### src/rtl/hqc_msg_serializer.sv
// Captures the HQC decoded message in one cycle and streams it as 64-bit words over valid/ready.
// Optional HQC_MSG_SER_CLEAR_EN: zeroize holding register after last transfer and on flush_i.
module hqc_msg_serializer #(
  parameter int PARAM_SECURITY = 128,
  parameter int PARAM_K        = (PARAM_SECURITY == 128) ? 16 :
                                 (PARAM_SECURITY == 192) ? 24 :
                                 (PARAM_SECURITY == 256) ? 32 : 31,
  parameter int DIN_W          = 8 * PARAM_K,
  parameter int DOUT_W         = 64,
  parameter int NWORDS         = (PARAM_K + 7) / 8
) (
  input  logic              clk_i,
  input  logic              rst_ni,
  input  logic [DIN_W-1:0]  din_i,
  input  logic              din_valid_i,
  input  logic              flush_i,
  output logic              busy_o,
  output logic [DOUT_W-1:0] dout_o,
  output logic [7:0]        dout_keep_o,
  output logic              dout_valid_o,
  input  logic              dout_ready_i,
  output logic              dout_last_o,
  output logic              ovf_o
);

  localparam int IDX_W = (NWORDS > 1) ? $clog2(NWORDS) : 1;
  // Pad to a power-of-two word count so every idx value selects in range.
  localparam int PAD_W = (1 << IDX_W) * DOUT_W;
  localparam int REM   = PARAM_K % 8;
  localparam logic [7:0] LAST_KEEP = (REM == 0) ? 8'hFF : 8'((1 << REM) - 1);

  typedef enum logic {IDLE, SEND} state_t;

  state_t           state, state_nxt;
  logic [IDX_W-1:0] idx;
  logic [DIN_W-1:0] hold;
  logic [PAD_W-1:0] hold_pad;
  logic             ovf;
  logic             xfer;
  logic             last_word;

  assign last_word = (idx == IDX_W'(NWORDS - 1));
  assign xfer      = (state == SEND) && dout_ready_i;
  assign hold_pad  = PAD_W'(hold);

  always_ff @(posedge clk_i or negedge rst_ni) begin
    if (!rst_ni) state <= IDLE;
    else         state <= state_nxt;
  end

  always_comb begin
    state_nxt = state;
    if (flush_i) begin
      state_nxt = IDLE;
    end else begin
      case (state)
        IDLE:    if (din_valid_i)        state_nxt = SEND;
        SEND:    if (xfer && last_word)  state_nxt = IDLE;
        default:                         state_nxt = IDLE;
      endcase
    end
  end

  always_comb begin
    busy_o       = (state == SEND);
    dout_valid_o = busy_o;
    dout_o       = '0;
    dout_keep_o  = 8'h00;
    dout_last_o  = 1'b0;
    if (busy_o) begin
      dout_o      = hold_pad[idx*DOUT_W +: DOUT_W];
      dout_keep_o = last_word ? LAST_KEEP : 8'hFF;
      dout_last_o = last_word;
    end
  end

  assign ovf_o = ovf;

  always_ff @(posedge clk_i or negedge rst_ni) begin
    if (!rst_ni) begin
      idx <= '0;
      ovf <= 1'b0;
    end else if (flush_i) begin
      idx <= '0;
      ovf <= 1'b0;
    end else begin
      if (state == IDLE && din_valid_i) idx <= '0;
      else if (xfer)                    idx <= last_word ? '0 : idx + 1'b1;
      // A pulse during SEND (including the last-transfer cycle) is dropped and flagged.
      if (state == SEND && din_valid_i) ovf <= 1'b1;
    end
  end

  always_ff @(posedge clk_i or negedge rst_ni) begin
    if (!rst_ni) begin
      hold <= '0;
    end else if (flush_i) begin
`ifdef HQC_MSG_SER_CLEAR_EN
      hold <= '0;
`else
      hold <= hold;
`endif
    end else if (state == IDLE && din_valid_i) begin
      hold <= din_i;
    end else if (xfer && last_word) begin
`ifdef HQC_MSG_SER_CLEAR_EN
      hold <= '0;
`else
      hold <= hold;
`endif
    end
  end

endmodule

### config.mk
export PLATFORM = sky130hd
export DESIGN_NAME = hqc_msg_serializer
export DESIGN_NICKNAME = d
export VERILOG_FILES = /design/src/rtl/hqc_msg_serializer.sv
export SDC_FILE = /design/constraint.sdc
export NUM_CORES = 1
export LEC_CHECK = 0
export BUFFER_PORTS_ARGS = -buffer_cell sky130_fd_sc_hd__buf_4
export CORE_MARGIN = 1
export CORE_UTILIZATION = 54
export CTS_CLUSTER_SIZE = 14
export DETAILED_ROUTE_END_ITERATION = 10
export PLACE_DENSITY = 0.85
export RECOVER_POWER = 50
export SLEW_MARGIN = 20
export SYNTH_ARGS = -nofsm -noshare
export SYNTH_HDL_FRONTEND = slang
export SYNTH_SLANG_ARGS = --single-unit
### constraint.sdc
create_clock -name clk_i -period 3.65 [get_ports clk_i]
set_input_delay 0.5475 -clock clk_i [delete_from_list [all_inputs] [get_ports clk_i]]
set_output_delay 0.5475 -clock clk_i [all_outputs]
set_load 0.02 [all_outputs]
# [Word-level counts from Yosys, hierarchy flattened]
# Cells that the tools add are included.
# Widths: inputs -> output; s select.
[op_classes] n_shift=1 addsub=1 n_mux=13 reduce_logical=7 bitwise=2
[ops] op="$shiftx 128x8->64" count=1
[ops] op="$mux 64" count=1
[ops] op="$mux 1" count=10
[ops] op="$mux 8" count=1
[ops] op="$logic_and 1x1->1" count=4
[ops] op="$reduce_bool 3->1" count=1
[ops] op="$not 1->1" count=2
[ops] op="$pmux 1 s2" count=1
[ops] op="$reduce_and 2->1" count=1
[ops] op="$reduce_bool 2->1" count=1
[ops] op="$add 1x1->1 const B" count=1
[totals] reg_bits=131 output_inout_bits=76 word_cells=28

# [Longest topological paths before layout]
[depth] word_depth=5 mapped_depth=6

# [Worst setup path after synthesis]
# Ideal clock, no wire load.
[synth_timing] kind="reg2out" startpoint="register state, in the netlist busy_o" endpoint="output port dout_o[45]" t_arrival_ns=1.504 path_buffers=2 path_stages_with_launch=4 t_required_ns=3.102 path_slack_ns=1.599 cell_sequence="dfrtp_1 clkbuf_1 clkbuf_1 nor2b_1"
[synth_via] elab_chain_cells=1
[synth_lines] item="start: declaration" line="34" source="state_t state, state_nxt;"
[synth_lines] item="start signal: assignment" line="48" source="else state <= state_nxt;"
[synth_lines] item="$mux 64" line="70" source="if (busy_o) begin"
[synth_lines] item="end: declaration" line="18" source="output logic [DOUT_W-1:0] dout_o,"
# Every way passes these cells.

# [Worst setup path in the final report]
[layout_timing] startpoint="register state, in the netlist busy_o" endpoint="output port dout_o[27]"
# The elaborated chain is that of the path after synthesis.

==> flow_summary_export.csv <==
group,metric,value,unit
placement,dpl_cell_area,7630,um^2
placement,dpl.hpwl,8990,um
final_layout,final_common_cell,"buf_4",
sta,hold_viol_final,0,
sta,rsz0062_at_grt,"no",
sta,hold_slack,0.325,ns
sta,min_period,2.88,ns
drt,drt_first_iter_violations,197,
die,core_area,10900,um^2
sta,skew,0.00387,ns
clocking,postCtsSetupRepairBufs,0,
die,die-width,109,um
synth,yosysSeqAreaShare,53.5,%
grt,first_global_vias,4329,
power_and_ir_drop,ir_drop,0.441,mV
power_and_ir_drop,cellPowerDensity,528,nW/um^2
synth,syn_inst,435,
setup_path,worstPathRequired,3.10,ns
clocking,cts_resized,0,
status,violations,"capacitance limit, slew limit",
synth,yosys_warnings,0,
grt,gr-total-overflow,0,
grt,grt_max_degree,82,
final_layout,drive_above_1_share,57.5,%
drt,wl,13400,um
grt,grt.total_usage,24.2,%
sta,max_slew_margin,-27.5,%
setup_path,path_class,"reg -> out",
setup_path,arrival,2.33,ns
synth,synth_cell_types,16,
final_layout,fin_util,74.5,%
setup_path,slowest_delay,1.02,ns
setup_path,crit_buf_inv,2,
placement,gp_congestion,0.744,
sta,finalMaxSlewViolations,76,
clocking,path_clk_slew,0.05,ns
power_and_ir_drop,p_leak,0.00366,uW
die,start_util,56.1,%
clocking,cts_hold_buf,0,
grt,antenna_found_initial,0,
die,die_y,109,um
synth,syn_avg_cell_area,14.1,um^2
clocking,h-tree-depth,4,
setup_path,critPathLaunchType,"flop",
die,dieArea,11800,um^2
setup_path,cp_slowest_cell,"clkbuf_2",
setup_path,critPathTopFamily,"buffers and inverters",
final_layout,final_cell_mix,"buf_4 (207), dfrtp_1 (129), mux2_2 (128), mux2i_1 (64), nor2b_1 (64)",
die,io_pins,209,
placement,portBuffers,208,
drt,vias_per_cell,5.19,
synth,synth_area,6130,um^2
drt,antenna_left,0,
status,status,"finished with violations",
setup_path,crit_path_end_kind,"primary output",
drt,route.detailed.drc,0,
grt,grt_pass1_wl,21300,um
synth,syn-num-nets,568,
sta,period_share,79.0,%
final_layout,design_area,8150,um^2
clocking,cts_buffers,17,
final_layout,fillers,743,
synth,ys_ff_latch,131,
sta,finalSetupTns,0,ns
drt,dr.pass1.iters,4,
final_layout,layout.nets,762,
clocking,numClockSinks,131,
sta,worst_pin_slew,1.91,ns
drt,wl_per_cell,17.2,um
clocking,cts_tree,"done",
drt,vias,4057,
die,rows,38,
sta,timing.fmax,0.347,GHz
clocking,cts_root_buf,"clkbuf_16",
final_layout,areaGrowthSynthToFinish,33.0,%
run,cap_violations,1,
clocking,cts_buffer_depth,2,
setup_path,path_max_fanout,79,
min_path,hp-class,"in -> reg",
sta,setup-violations-final,0,
clocking,clkLatencyLatePin,0.41,ns
final_layout,diodes,0,
setup_path,crit_chain,"clkbuf_2, nor2b_1, buf_4",
## layout make-up
type	count	area, um^2	area share, %
clock buffer	27	513	6.29
clock inverter	5	25.0	0.307
multi-input combinational	266	2540	31.2
sequential	131	3280	40.3
tap	140	175	2.15
timing repair buffer	213	1610	19.8
## flip-flops by register name, indices dropped and copies added, names as in the netlist
register	cells
hold	128
busy_o	1
idx	1
ovf_o	1
## cell families (layout without fill, tap and decap cells)
family	after synthesis	count (layout)	synth area share, %
flops	131	131	53.5
mux	192	192	34.0
xor+xnor	1	1	0.143
simple gates	70	70	7.14
compound gates	3	3	0.286
buf+inv	38	245	4.98
## path summary, 6_finish.rpt
| kind | from | endpoint | slack, ns | cells past startpoint |
|---|---|---|---|---|
| max | busy_o$_DFF_PN0_ | dout_o[27] | 0.77 | 3 |
| min | flush_i | idx$_DFFE_PN0P_ | 0.32 | 2 |
| max reg2reg | busy_o$_DFF_PN0_ | hold[96]$_DFFE_PN0P_ | 1.45 | 3 |
| min reg2reg | hold[42]$_DFFE_PN0P_ | hold[42]$_DFFE_PN0P_ | 0.50 | 1 |
| max in group asynchronous | rst_ni | idx$_DFFE_PN0P_ | 1.61 | 1 |
| min in group asynchronous | rst_ni | hold[13]$_DFFE_PN0P_ | 0.65 | 1 |
## metrics by stage
| step | total power [uW] | setup WS, ns | cells |
|---|---|---|---|
| global route | 4520 | 0.616 | 782 |
| floorplan | 2450 | 1.60 | 435 |
| global placement | 2760 | 1.45 | 750 |
| detailed placement | 2820 | 1.39 | 750 |
| finish | 4310 | 0.768 | 782 |
| CTS | 4360 | 0.959 | 782 |
## synthesized netlist by cell type (all sizes together)
library cell  number  area share (%)
dfrtp            131              53
mux2             128              24
mux2i             64              10
nor2b             64             6.5
buf               31             4.6
clkbuf             7            0.43
nor2               3            0.18
a21oi              2            0.16
nor3b              2            0.33
a211oi             1            0.12
and2               1            0.10
xor2               1            0.14
## metal layers
metal  global-route usage, %  wire length [um]  vias to the layer above
li1                        -                 -                     1880
met1                    27.4              5070                     1990
met2                    39.6              6790                      167
met3                    11.7              1400                       20
met4                    8.88               194                        0
met5                       0                 0                        -
## power breakdown
group	leakage [uW]	switching, uW	internal [uW]	total (uW)
clock	0.000271	565	951	1520
combinational	0.00185	386	518	905
sequential	0.00154	155	1730	1890
total	0.00366	1110	3200	4310
Power figures use the tool's default switching activity.
